[config.mk]
export PLATFORM = sky130hd
export DESIGN_NAME = pit_table_flat
export DESIGN_NICKNAME = d
export VERILOG_FILES = /design/src/rtl/pit_table_pkg.sv /design/src/rtl/pit_table_if.sv /design/src/rtl/pit_table_match.sv /design/src/rtl/pit_table.sv /design/src/flat_wrapper.sv
export SDC_FILE = /design/constraint.sdc
export NUM_CORES = 2
export LEC_CHECK = 0
export CORE_MARGIN = 2
export CORE_UTILIZATION = 41
export CTS_BUF_LIST = sky130_fd_sc_hd__clkbuf_8 sky130_fd_sc_hd__clkbuf_16
export CTS_CLUSTER_SIZE = 24
export DETAILED_ROUTE_END_ITERATION = 12
export PLACE_DENSITY = 0.69
export SLEW_MARGIN = 10
export SYNTH_ARGS = -nofsm -noshare
export SYNTH_HDL_FRONTEND = slang
export SYNTH_SLANG_ARGS = --single-unit
[constraint.sdc]
create_clock -name clk -period 25.6 [get_ports clk]
set_input_delay 7.68 -clock clk [delete_from_list [all_inputs] [get_ports clk]]
set_output_delay 7.68 -clock clk [all_outputs]
set_load 0.005 [all_outputs]
[src/rtl/pit_table_pkg.sv]
// Shared widths, FSM state type, table entry layout and prefix masking for the PIT stage.
// No logic of its own; the function is purely combinational.
// Not applicable: no handshakes live here.
package pit_pkg;

    localparam int PIT_ENTRIES  = 8;
    localparam int PIT_PREFIX_W = 64;
    localparam int PIT_LEN_W    = 6;
    localparam int PIT_FACE_W   = 3;
    localparam int PIT_FACE_N   = 1 << PIT_FACE_W;
    localparam int PIT_LIFETIME = 1000;
    localparam int PIT_LIFE_W   = 16;

    typedef enum logic [1:0] {
        IDLE   = 2'd0,
        LOOKUP = 2'd1,
        RESP   = 2'd2
    } state_t;

    // Stored prefixes are always pre-masked so the compare is a plain equality.
    typedef struct packed {
        logic                    vld;
        logic [PIT_PREFIX_W-1:0] prefix;
        logic [PIT_LEN_W-1:0]    len;
        logic [PIT_FACE_N-1:0]   mask;
        logic [PIT_LIFE_W-1:0]   life;
    } pit_entry_t;

    // Keeps the top len bits; a shift by the full width (len 0) yields all zeros.
    function automatic logic [PIT_PREFIX_W-1:0] prefix_mask(input logic [PIT_LEN_W-1:0] len);
        return {PIT_PREFIX_W{1'b1}} << (PIT_PREFIX_W - int'(len));
    endfunction

endpackage

[src/rtl/pit_table_if.sv]
// Bundles the interest input, the fib forward path and the fib return/response path.
// Wiring only, zero latency.
// Only the interest side handshakes (valid/ready); the fib return path has no backpressure.
interface pit_table_if
    import pit_pkg::*;
#(
    parameter int PREFIX_W = PIT_PREFIX_W,
    parameter int LEN_W    = PIT_LEN_W,
    parameter int FACE_W   = PIT_FACE_W
);
    logic                     interest_valid;
    logic [PREFIX_W-1:0]      interest_prefix;
    logic [LEN_W-1:0]         interest_len;
    logic [FACE_W-1:0]        interest_face;
    logic                     interest_ready;
    logic [PREFIX_W-1:0]      pit_in_prefix;
    logic [LEN_W-1:0]         pit_in_len;
    logic                     fib_out_bit;
    logic [PREFIX_W-1:0]      pit_out_prefix;
    logic [LEN_W-1:0]         pit_out_len;
    logic                     prefix_ready;
    logic                     start_send_to_pit;
    logic                     rejected;
    logic [(1<<FACE_W)-1:0]   face_mask;
    logic                     interest_drop;
    logic                     data_overflow;

    modport master (
        output interest_valid, interest_prefix, interest_len, interest_face,
        output pit_out_prefix, pit_out_len, prefix_ready,
        input  interest_ready, pit_in_prefix, pit_in_len, fib_out_bit,
        input  start_send_to_pit, rejected, face_mask, interest_drop, data_overflow
    );

    modport slave (
        input  interest_valid, interest_prefix, interest_len, interest_face,
        input  pit_out_prefix, pit_out_len, prefix_ready,
        output interest_ready, pit_in_prefix, pit_in_len, fib_out_bit,
        output start_send_to_pit, rejected, face_mask, interest_drop, data_overflow
    );
endinterface

[src/rtl/pit_table_match.sv]
// Parallel compare of a masked key against every table entry plus a lowest-free-slot finder.
// Purely combinational, zero latency.
// No flow control; results are consumed by the owning FSM in its LOOKUP cycle.
module pit_match
    import pit_pkg::*;
#(
    parameter int ENTRIES  = PIT_ENTRIES,
    parameter int PREFIX_W = PIT_PREFIX_W,
    parameter int LEN_W    = PIT_LEN_W,
    parameter int IDX_W    = $clog2(PIT_ENTRIES)
) (
    input  logic [ENTRIES-1:0]  tbl_vld,
    input  logic [PREFIX_W-1:0] tbl_prefix [ENTRIES],
    input  logic [LEN_W-1:0]    tbl_len    [ENTRIES],
    input  logic [PREFIX_W-1:0] key_prefix,
    input  logic [LEN_W-1:0]    key_len,
    output logic [ENTRIES-1:0]  hit_vec,
    output logic                hit,
    output logic [IDX_W-1:0]    hit_idx,
    output logic                free_vld,
    output logic [IDX_W-1:0]    free_idx
);

    // Walk from the top index down so the lowest matching/free index is the last one written.
    always_comb begin
        hit_vec  = '0;
        hit      = 1'b0;
        hit_idx  = '0;
        free_vld = 1'b0;
        free_idx = '0;
        for (int i = ENTRIES - 1; i >= 0; i--) begin
            if (tbl_vld[i] && (tbl_len[i] == key_len) && (tbl_prefix[i] == key_prefix)) begin
                hit_vec[i] = 1'b1;
                hit        = 1'b1;
                hit_idx    = IDX_W'(i);
            end
            if (!tbl_vld[i]) begin
                free_vld = 1'b1;
                free_idx = IDX_W'(i);
            end
        end
    end

endmodule

[src/rtl/pit_table.sv]
// Pending Interest Table: collapses duplicate interests, forwards misses to fib, answers fib returns.
// Request captured at edge N resolves at N+1; result pulses are high for the N+1..N+2 cycle; 1 request per 3 cycles.
// Interests are stalled via interest_ready; fib returns are never stalled, one is buffered and a second is dropped with data_overflow.
module pit_table
    import pit_pkg::*;
#(
    parameter int ENTRIES  = PIT_ENTRIES,
    parameter int PREFIX_W = PIT_PREFIX_W,
    parameter int LEN_W    = PIT_LEN_W,
    parameter int FACE_W   = PIT_FACE_W,
    parameter int LIFETIME = PIT_LIFETIME,
    parameter int LIFE_W   = PIT_LIFE_W
) (
    input  logic         clk,
    input  logic         rst,
    pit_table_if.slave   pit
);

    localparam int IDX_W  = (ENTRIES > 1) ? $clog2(ENTRIES) : 1;
    localparam int FACE_N = 1 << FACE_W;

    state_t              state;
    pit_entry_t          tbl [ENTRIES];

    logic                hold_vld;
    logic [PREFIX_W-1:0] hold_prefix;
    logic [LEN_W-1:0]    hold_len;

    logic                req_data;
    logic [PREFIX_W-1:0] req_prefix;
    logic [LEN_W-1:0]    req_len;
    logic [FACE_W-1:0]   req_face;

    logic [ENTRIES-1:0]  tbl_vld;
    logic [PREFIX_W-1:0] tbl_prefix [ENTRIES];
    logic [LEN_W-1:0]    tbl_len    [ENTRIES];
    logic [ENTRIES-1:0]  hit_vec;
    logic                hit;
    logic [IDX_W-1:0]    hit_idx;
    logic                free_vld;
    logic [IDX_W-1:0]    free_idx;
    logic [FACE_N-1:0]   face_bit;
    logic                in_rdy;

    // Interests wait whenever fib data is pending so data never loses arbitration.
    assign in_rdy             = (state == IDLE) && !hold_vld && !pit.prefix_ready && !rst;
    assign pit.interest_ready = in_rdy;
    assign face_bit           = FACE_N'(1) << req_face;

    // Flatten the compare-relevant entry fields for the matcher.
    always_comb begin
        for (int i = 0; i < ENTRIES; i++) begin
            tbl_vld[i]    = tbl[i].vld;
            tbl_prefix[i] = tbl[i].prefix;
            tbl_len[i]    = tbl[i].len;
        end
    end

    pit_match #(
        .ENTRIES  (ENTRIES),
        .PREFIX_W (PREFIX_W),
        .LEN_W    (LEN_W),
        .IDX_W    (IDX_W)
    ) u_match (
        .tbl_vld    (tbl_vld),
        .tbl_prefix (tbl_prefix),
        .tbl_len    (tbl_len),
        .key_prefix (req_prefix),
        .key_len    (req_len),
        .hit_vec    (hit_vec),
        .hit        (hit),
        .hit_idx    (hit_idx),
        .free_vld   (free_vld),
        .free_idx   (free_idx)
    );

    // FSM, table aging/updates, holding register and registered result pulses.
    always_ff @(posedge clk) begin
        if (rst) begin
            state                 <= IDLE;
            hold_vld              <= 1'b0;
            hold_prefix           <= '0;
            hold_len              <= '0;
            req_data              <= 1'b0;
            req_prefix            <= '0;
            req_len               <= '0;
            req_face              <= '0;
            pit.fib_out_bit       <= 1'b0;
            pit.pit_in_prefix     <= '0;
            pit.pit_in_len        <= '0;
            pit.start_send_to_pit <= 1'b0;
            pit.rejected          <= 1'b0;
            pit.face_mask         <= '0;
            pit.interest_drop     <= 1'b0;
            pit.data_overflow     <= 1'b0;
            for (int i = 0; i < ENTRIES; i++) begin
                tbl[i] <= '0;
            end
        end else begin
            pit.fib_out_bit       <= 1'b0;
            pit.pit_in_prefix     <= '0;
            pit.pit_in_len        <= '0;
            pit.start_send_to_pit <= 1'b0;
            pit.rejected          <= 1'b0;
            pit.face_mask         <= '0;
            pit.interest_drop     <= 1'b0;
            pit.data_overflow     <= 1'b0;

            // Aging first; hit handling below overrides an expiry on the same entry.
            for (int i = 0; i < ENTRIES; i++) begin
                if (tbl[i].vld) begin
                    tbl[i].life <= tbl[i].life - 1'b1;
                    if (tbl[i].life <= LIFE_W'(1)) begin
                        tbl[i].vld <= 1'b0;
                    end
                end
            end

            // Returns arriving while busy go to the single-entry holding register.
            if ((state != IDLE) && pit.prefix_ready) begin
                if (!hold_vld) begin
                    hold_vld    <= 1'b1;
                    hold_prefix <= pit.pit_out_prefix;
                    hold_len    <= pit.pit_out_len;
                end else begin
                    pit.data_overflow <= 1'b1;
                end
            end

            case (state)
                IDLE: begin
                    if (hold_vld) begin
                        req_data    <= 1'b1;
                        req_prefix  <= hold_prefix & prefix_mask(hold_len);
                        req_len     <= hold_len;
                        // A live return arriving as the buffer drains refills it.
                        hold_vld    <= pit.prefix_ready;
                        hold_prefix <= pit.pit_out_prefix;
                        hold_len    <= pit.pit_out_len;
                        state       <= LOOKUP;
                    end else if (pit.prefix_ready) begin
                        req_data   <= 1'b1;
                        req_prefix <= pit.pit_out_prefix & prefix_mask(pit.pit_out_len);
                        req_len    <= pit.pit_out_len;
                        state      <= LOOKUP;
                    end else if (pit.interest_valid && in_rdy) begin
                        req_data   <= 1'b0;
                        req_prefix <= pit.interest_prefix & prefix_mask(pit.interest_len);
                        req_len    <= pit.interest_len;
                        req_face   <= pit.interest_face;
                        state      <= LOOKUP;
                    end
                end
                LOOKUP: begin
                    state <= RESP;
                    if (req_data) begin
                        if (hit) begin
                            pit.start_send_to_pit <= 1'b1;
                            pit.face_mask         <= tbl[hit_idx].mask;
                            for (int i = 0; i < ENTRIES; i++) begin
                                if (hit_vec[i]) tbl[i].vld <= 1'b0;
                            end
                        end else begin
                            pit.rejected <= 1'b1;
                        end
                    end else if (hit) begin
                        for (int i = 0; i < ENTRIES; i++) begin
                            if (hit_vec[i]) begin
                                tbl[i].vld  <= 1'b1;
                                tbl[i].mask <= tbl[i].mask | face_bit;
                                tbl[i].life <= LIFE_W'(LIFETIME);
                            end
                        end
                    end else if (free_vld) begin
                        tbl[free_idx] <= '{vld: 1'b1, prefix: req_prefix, len: req_len,
                                           mask: face_bit, life: LIFE_W'(LIFETIME)};
                        pit.fib_out_bit   <= 1'b1;
                        pit.pit_in_prefix <= req_prefix;
                        pit.pit_in_len    <= req_len;
                    end else begin
                        pit.interest_drop <= 1'b1;
                    end
                end
                default: begin
                    state <= IDLE;
                end
            endcase
        end
    end

endmodule

[src/flat_wrapper.sv]
// flat-port wrapper written by rule: the top's interface ports become plain ports
module pit_table_flat import pit_pkg::*;
#(
    parameter int ENTRIES  = PIT_ENTRIES,
    parameter int PREFIX_W = PIT_PREFIX_W,
    parameter int LEN_W    = PIT_LEN_W,
    parameter int FACE_W   = PIT_FACE_W,
    parameter int LIFETIME = PIT_LIFETIME,
    parameter int LIFE_W   = PIT_LIFE_W
)
  (clk, rst, pit_interest_valid, pit_interest_prefix, pit_interest_len, pit_interest_face, pit_pit_out_prefix, pit_pit_out_len, pit_prefix_ready, pit_interest_ready, pit_pit_in_prefix, pit_pit_in_len, pit_fib_out_bit, pit_start_send_to_pit, pit_rejected, pit_face_mask, pit_interest_drop, pit_data_overflow);
  pit_table_if #(.PREFIX_W(PREFIX_W), .LEN_W(LEN_W), .FACE_W(FACE_W)) pit_i ();
  input  logic clk;
  input  logic rst;
  input wire logic [$bits(pit_i.interest_valid)-1:0] pit_interest_valid;
  input wire logic [$bits(pit_i.interest_prefix)-1:0] pit_interest_prefix;
  input wire logic [$bits(pit_i.interest_len)-1:0] pit_interest_len;
  input wire logic [$bits(pit_i.interest_face)-1:0] pit_interest_face;
  input wire logic [$bits(pit_i.pit_out_prefix)-1:0] pit_pit_out_prefix;
  input wire logic [$bits(pit_i.pit_out_len)-1:0] pit_pit_out_len;
  input wire logic [$bits(pit_i.prefix_ready)-1:0] pit_prefix_ready;
  output wire logic [$bits(pit_i.interest_ready)-1:0] pit_interest_ready;
  output wire logic [$bits(pit_i.pit_in_prefix)-1:0] pit_pit_in_prefix;
  output wire logic [$bits(pit_i.pit_in_len)-1:0] pit_pit_in_len;
  output wire logic [$bits(pit_i.fib_out_bit)-1:0] pit_fib_out_bit;
  output wire logic [$bits(pit_i.start_send_to_pit)-1:0] pit_start_send_to_pit;
  output wire logic [$bits(pit_i.rejected)-1:0] pit_rejected;
  output wire logic [$bits(pit_i.face_mask)-1:0] pit_face_mask;
  output wire logic [$bits(pit_i.interest_drop)-1:0] pit_interest_drop;
  output wire logic [$bits(pit_i.data_overflow)-1:0] pit_data_overflow;
  assign pit_i.interest_valid = pit_interest_valid;
  assign pit_i.interest_prefix = pit_interest_prefix;
  assign pit_i.interest_len = pit_interest_len;
  assign pit_i.interest_face = pit_interest_face;
  assign pit_i.pit_out_prefix = pit_pit_out_prefix;
  assign pit_i.pit_out_len = pit_pit_out_len;
  assign pit_i.prefix_ready = pit_prefix_ready;
  assign pit_interest_ready = pit_i.interest_ready;
  assign pit_pit_in_prefix = pit_i.pit_in_prefix;
  assign pit_pit_in_len = pit_i.pit_in_len;
  assign pit_fib_out_bit = pit_i.fib_out_bit;
  assign pit_start_send_to_pit = pit_i.start_send_to_pit;
  assign pit_rejected = pit_i.rejected;
  assign pit_face_mask = pit_i.face_mask;
  assign pit_interest_drop = pit_i.interest_drop;
  assign pit_data_overflow = pit_i.data_overflow;
  pit_table #(.ENTRIES(ENTRIES), .PREFIX_W(PREFIX_W), .LEN_W(LEN_W), .FACE_W(FACE_W), .LIFETIME(LIFETIME), .LIFE_W(LIFE_W)) u_core (.clk(clk), .rst(rst), .pit(pit_i));
endmodule
**Word-level counts from Yosys, hierarchy flattened**

Memory sizes are Yosys's and may differ from the RTL's. A register that Yosys moved wholly into a read port is not among the register bits.
Index checks and enable logic that the tools add are counted.

- Reduce and logical (&&, ||, !) cells: 34
- Muxes and demuxes: 259
- Shift-type cells: 4
- Add/subtract/negate cells: 11
- Equality and inequality tests: 18
- Order comparisons: 8
- Bitwise logic cells: 66

Operators by type and width:

| cell | number |
|---|---|
| == test 64 bit | 8 |
| two-way mux 64 bit | 7 |
| two-way mux 16 bit | 16 |
| two-way mux 1 bit | 201 |
| AND 64 bit | 3 |
| left shift 64 x 32 -> 64 bit (first input constant) | 3 |
| <= comparator 16 x 1 -> 1 bit (second input constant) | 8 |
| subtractor 16 x 1 -> 16 bit (second input constant) | 8 |
| two-way mux 8 bit | 8 |
| bitwise OR 8 bit | 8 |
| == test 6 bit | 8 |
| two-way mux 3 bit | 16 |
| bitwise OR 1 bit | 48 |
| two-way mux 6 bit | 7 |
| subtractor 7 x 6 -> 8 bit (first input constant) | 3 |
| logical AND 1 bit | 21 |
| OR reduction 4 bit | 2 |
| left shift 1 x 3 -> 8 bit (first input constant) | 1 |
| inverter 1 bit | 7 |
| two-way mux 2 bit | 3 |
| OR reduction 5 bit | 1 |
| inequality test 4 x 3 -> 1 bit (second input constant) | 1 |
| one-hot mux 2 bit (2 select lines) | 1 |
| AND reduction 4 bit | 1 |
| 8 further kinds | 10 |

- Flip-flop bits (word level): 222
- Memories: 1
- Output and inout bits: 84
- RAM bits: 760
- Word-level logic and storage cells: 416
- Input bits: 147

Memory list:

| name | words | bits a word | rd ports | clocked after Yosys merged registers in | wr ports | line | source |
|---|---|---|---|---|---|---|---|
| u_core.tbl | 8 | 95 | 9 | 1 | 9 | pit_table.sv:23 | `pit_entry_t tbl [ENTRIES];` |

**Longest topological paths before layout**

An unclocked memory read counts as a cell.

- Depth after elaboration: 19
- Mapped depth: 15
- Gate-level depth less buffers: 12

**By module**

Synthesis repeated with hierarchy kept, for this count alone.

- Cell total of the unflattened synthesis: 4456
- Area, all modules: 47626.9 µm²

Modules (own cells, without submodules):

| module | times used | cells each | seq. area each (µm²) | area an instance (µm²) |
|---|---|---|---|---|
| pit_table | 1 | 3523 | 26065.0 | 40725.3 |
| pit_match | 1 | 933 | 0.0 | 6901.6 |

**Worst setup path after synthesis**

No wires, ideal clock.

- Kind: input-to-output
- From: in rst
- To: out pit_interest_ready
- Required time: 17.920 ns
- Buffers on the path: 0
- Stages: 1
- Setup slack: 9.831 ns
- Arrival time: 8.089 ns
- Cells stage by stage: nor4b_1

- Word-level cells in the longest chain between the ends: 2

Ends and longest elaborated chain:

| what | line | source |
|---|---|---|
| start, declared | flat_wrapper.sv:14 | `input logic rst;` |
| zero test 1 bit | pit_table.sv:46 | `assign in_rdy = (state == IDLE) && !hold_vld && !pit.prefix_ready && !rst;` |
| logical AND 1 bit | pit_table.sv:46 |  |
| end, declared | flat_wrapper.sv:22 | `output wire logic [$bits(pit_i.interest_ready)-1:0] pit_interest_ready;` |

Every way passes these cells.

**Worst setup path in the final report**

- From: in pit_prefix_ready
- To: out pit_interest_ready

- Word-level cells in the longest chain between the ends: 3

Ends and longest elaborated chain:

| what | line | source |
|---|---|---|
| start, declared | flat_wrapper.sv:21 | `input wire logic [$bits(pit_i.prefix_ready)-1:0] pit_prefix_ready;` |
| zero test 1 bit | pit_table.sv:46 |  |
| logical AND 1 bit (2 in series) | pit_table.sv:46 |  |

Every way passes these cells.

==> results.md <==
* Die height at 347 um
* Peak VDD IR at 56.0 uV
* GP Congestion at 0.963
* Initial Utilization at 41.4%
* Power Dens Cells at 72.5 nW/um^2
* Post-detail-place hpwl at 110000 um
* Fill count at 10600
* Async SR Flop Fraction at 0%
* RSZ-0062 raised after global routing: no
* Design Area, Final at 55400 sq um
* Leak pwr at 19.5 nW
* Register area share after synthesis at 54.1%
* Setup TNS Final at 0 ps
* Die ar. at 120000 sq um
* CP top delay family: buffers and inverters
* Status: finished, final reports clean
* Max incr delay on CP at 680 ps
* Critical path endpoint category: output port
* DRT Pass-1 Iters at 6
* Clock-pin slew on the worst setup and hold paths at 60 ps
* DRC viols at 0
* Final Util at 47.6%
* Synth top area cells: edfxtp_1 39%, dfxtp_1 15%, xnor2_1 5.7%, and2_1 5.1%, xor2_1 3.7%
* Post-synth EDFFs at 624
* ANT nets after route at 0
* Cell Area, Synth at 48200 sq um
* Post-route setup slack at 8430 ps
* Syn avg cell area at 10.4 sq um
* CP Class: primary input to output port
* Final worst-path cycle share at 67.1%
* Synth area leader: edfxtp_1
* Fin. max-slew vios at 0
* Worst path bufs/invs at 2
* Placement Setup Slack at 8440 ps
* Largest net degree at the start of global routing at 88
* Via/cell ratio at 5.94
* Max cap viols at 0
* Achievable Freq at 58.2 MHz
* Vias at 37900
* Post-CTS Setup Repair Bufs at 0
* Sinks on Clock Net at 990
* Placement row count at 125
* Clk buf depth at 3
* Slew HR at 11.3%
* Core box area at 116000 sq um
* First-pass GRT wire length at 240000 um
* Worst slew pin tran at 1320 ps
* Syn_nets at 4818
* Clock Latency Late Sink at 720 ps
* Most frequent cell on the critical path: clkdlybuf4s50_1
* Layout Nets at 4926
* Gr usage total at 26.8%
* Syn. warnings at 0
* Root buffer cell: clkbuf_16
* Crit path time final at 17170 ps
* H-tree levels at 3
* DP Area at 51900 sq um
* CTS tree: built
* Crit path DAT at 9490 ps
* Ys flop type: edfxtp_1
* I/O pins at 231
* Congestion Overflow GR at 0
* Cell Chain, Critical Path: clkdlybuf4s50_1 -> nor4b_1 -> clkdlybuf4s50_1
* Routed WL at 166000 um
* Final Skew at 48.1 ps
* Finish-stage setup viols at 0
* Synth Instances at 4643
* Critical path launch point type: primary input
* Slowest-stage cell, CP: clkdlybuf4s50_1
* Wirelength per Cell at 26.0 um
* #FFs+latches synth at 990
* Die W at 347 um
* Synth cell types at 80
* Post-CTS Hold Buffers at 0
* Final Total Pwr at 0.00401 W
* PortBufs at 230
* Number of global-route vias before repair at 35600
* Yosys top cell area share at 38.9%
* Hold WC Path Type: flop to flop
* Initial antenna violation count at 8
* Worst-path maximum fanout at 13
* Proportion of layout cells with a drive suffix above 1 at 8.18%
* Initial DRC count at 4971
* Layout area overhead at 15.0%
* CTS Buf Count at 105
* CP Data Required Time at 17920 ps
* Final Hold Fails at 0
* Post_cts resized at 0
## per-stage QoR
stage | hold slack (ps) | cells
CTS | 453 | 6368
finish | 453 | 6370
global route | 463 | 6368
floorplan | 432 | 4643
detailed placement | 445 | 6168
global placement | 438 | 6168
## flip-flops by register name, indices dropped and copies added (netlist names)
register	cells
u_core.req_prefix	64
u_core.pit.fib_out_bit	1
u_core.req_data	1
u_core.pit.pit_in_len	6
u_core.hold_len	6
u_core.tbl	760
u_core.hold_prefix	64
u_core.req_face	3
u_core.pit.rejected	1
u_core.pit.start_send_to_pit	1
u_core.pit.interest_drop	1
u_core.state	2
u_core.pit.pit_in_prefix	64
u_core.pit.face_mask	8
u_core.pit.data_overflow	1
u_core.req_len	6
u_core.hold_vld	1
## cell type report
cell class,count,area (sq um),area share [%]
Antenna cell,2,5.00,0.00904
Clock buffer,118,2820,5.09
Clock inverter,82,652,1.18
Inverter,121,454,0.820
Multi-Input combinational cell,3169,20200,36.4
Sequential cell,990,26100,47.1
Tap cell,1524,1910,3.44
Timing Repair Buffer,364,3310,5.98
## layer usage
metal	vias to the layer above	GRT usage (%)	part of all wire (%)
met5	-	0	0.0078
met4	2	14.5	6.1
met3	442	6.05	12
met2	2305	39.9	43
met1	18300	36.2	39
li1	16800	-	-
## worst register-to-register path: stages (launching register included)
cell	delay [ps]
dfxtp_1	1080
inv_2	390
a222oi_1	440
nand4_1	250
or4_1	890
nand4_1	300
or4_4	630
buf_4	870
nor4b_4	120
buf_4	370
a21oi_2	710
nand2_1	410
## logic make-up (layout without fill, tap and decap cells)
group                      Yosys count  count (layout)  synth area share [%]
adders and majority gates           28              28                 0.727
xor gates and xnor gates           518             518                  9.42
DFF                                990             990                  54.1
muxes                               26              26                 0.540
AOI/OAI and AO/OA                  769             769                  10.3
other                                0               2                     0
and+or+nand+nor                   1828            1828                  20.7
buffers and inverters              484             685                  4.25
## power breakdown
part	leakage (nW)	switching (W)	internal, W	total [W]
logic	8.42	0.000473	0.000198	0.000671
registers	9.29	0.0000475	0.00177	0.00182
clock network	1.77	0.000664	0.000862	0.00153
total	19.5	0.00118	0.00283	0.00401
## cell usage after synthesis, types with 19 or more instances
master	count
buf_2	97
ha_1	28
o2111ai_1	22
or2_2	30
nor4_1	245
nor2_1	222
nand2b_1	124
nand4_1	86
o21ai_0	130
edfxtp_1	624
nand3b_1	19
inv_1	102
o22ai_1	26
clkbuf_1	229
xor2_1	202
a21oi_1	281
mux2i_1	26
a211oi_1	50
dfxtp_1	366
and2_1	395
o211ai_1	57
xnor2_1	316
nor3_1	138
a311oi_1	59
nand3_1	81
nor2b_1	50
or3_1	31
nand2_1	335
## path summary, 6_finish.rpt
kind	startpoint	endpoint	slack (ps)	cells past startpoint
worst min register to register	u_core.hold_prefix[39]$_SDFF_PP0_	u_core.hold_prefix[39]$_SDFF_PP0_	450	2
worst min-delay path	u_core.hold_prefix[39]$_SDFF_PP0_	u_core.hold_prefix[39]$_SDFF_PP0_	450	2
worst max register to register	u_core.req_len[1]$_SDFFE_PP0P_	u_core.tbl[6][22]$_DFFE_PP_	18810	11
worst max-delay path	pit_prefix_ready	pit_interest_ready	8430	3
## cell usage in the layout (no fill, tap or decap), types with 80 or more instances in the layout
cell / netlist / routed
and2_1: 395 / 394
nor3_1: 138 / 135
nor2_1: 222 / 221
inv_1: 102 / 123
xnor2_1: 316 / 316
dfxtp_1: 366 / 363
edfxtp_1: 624 / 624
xor2_1: 202 / 202
clkdlybuf4s50_1: 0 / 229
nand4_1: 86 / 86
nor4_1: 245 / 245
o21ai_0: 130 / 128
nand2_1: 335 / 332
nand2b_1: 124 / 124
buf_4: 10 / 134
clkbuf_16: 0 / 106
nand3_1: 81 / 80
a21oi_1: 281 / 280
Power figures use the tool's default switching activity.
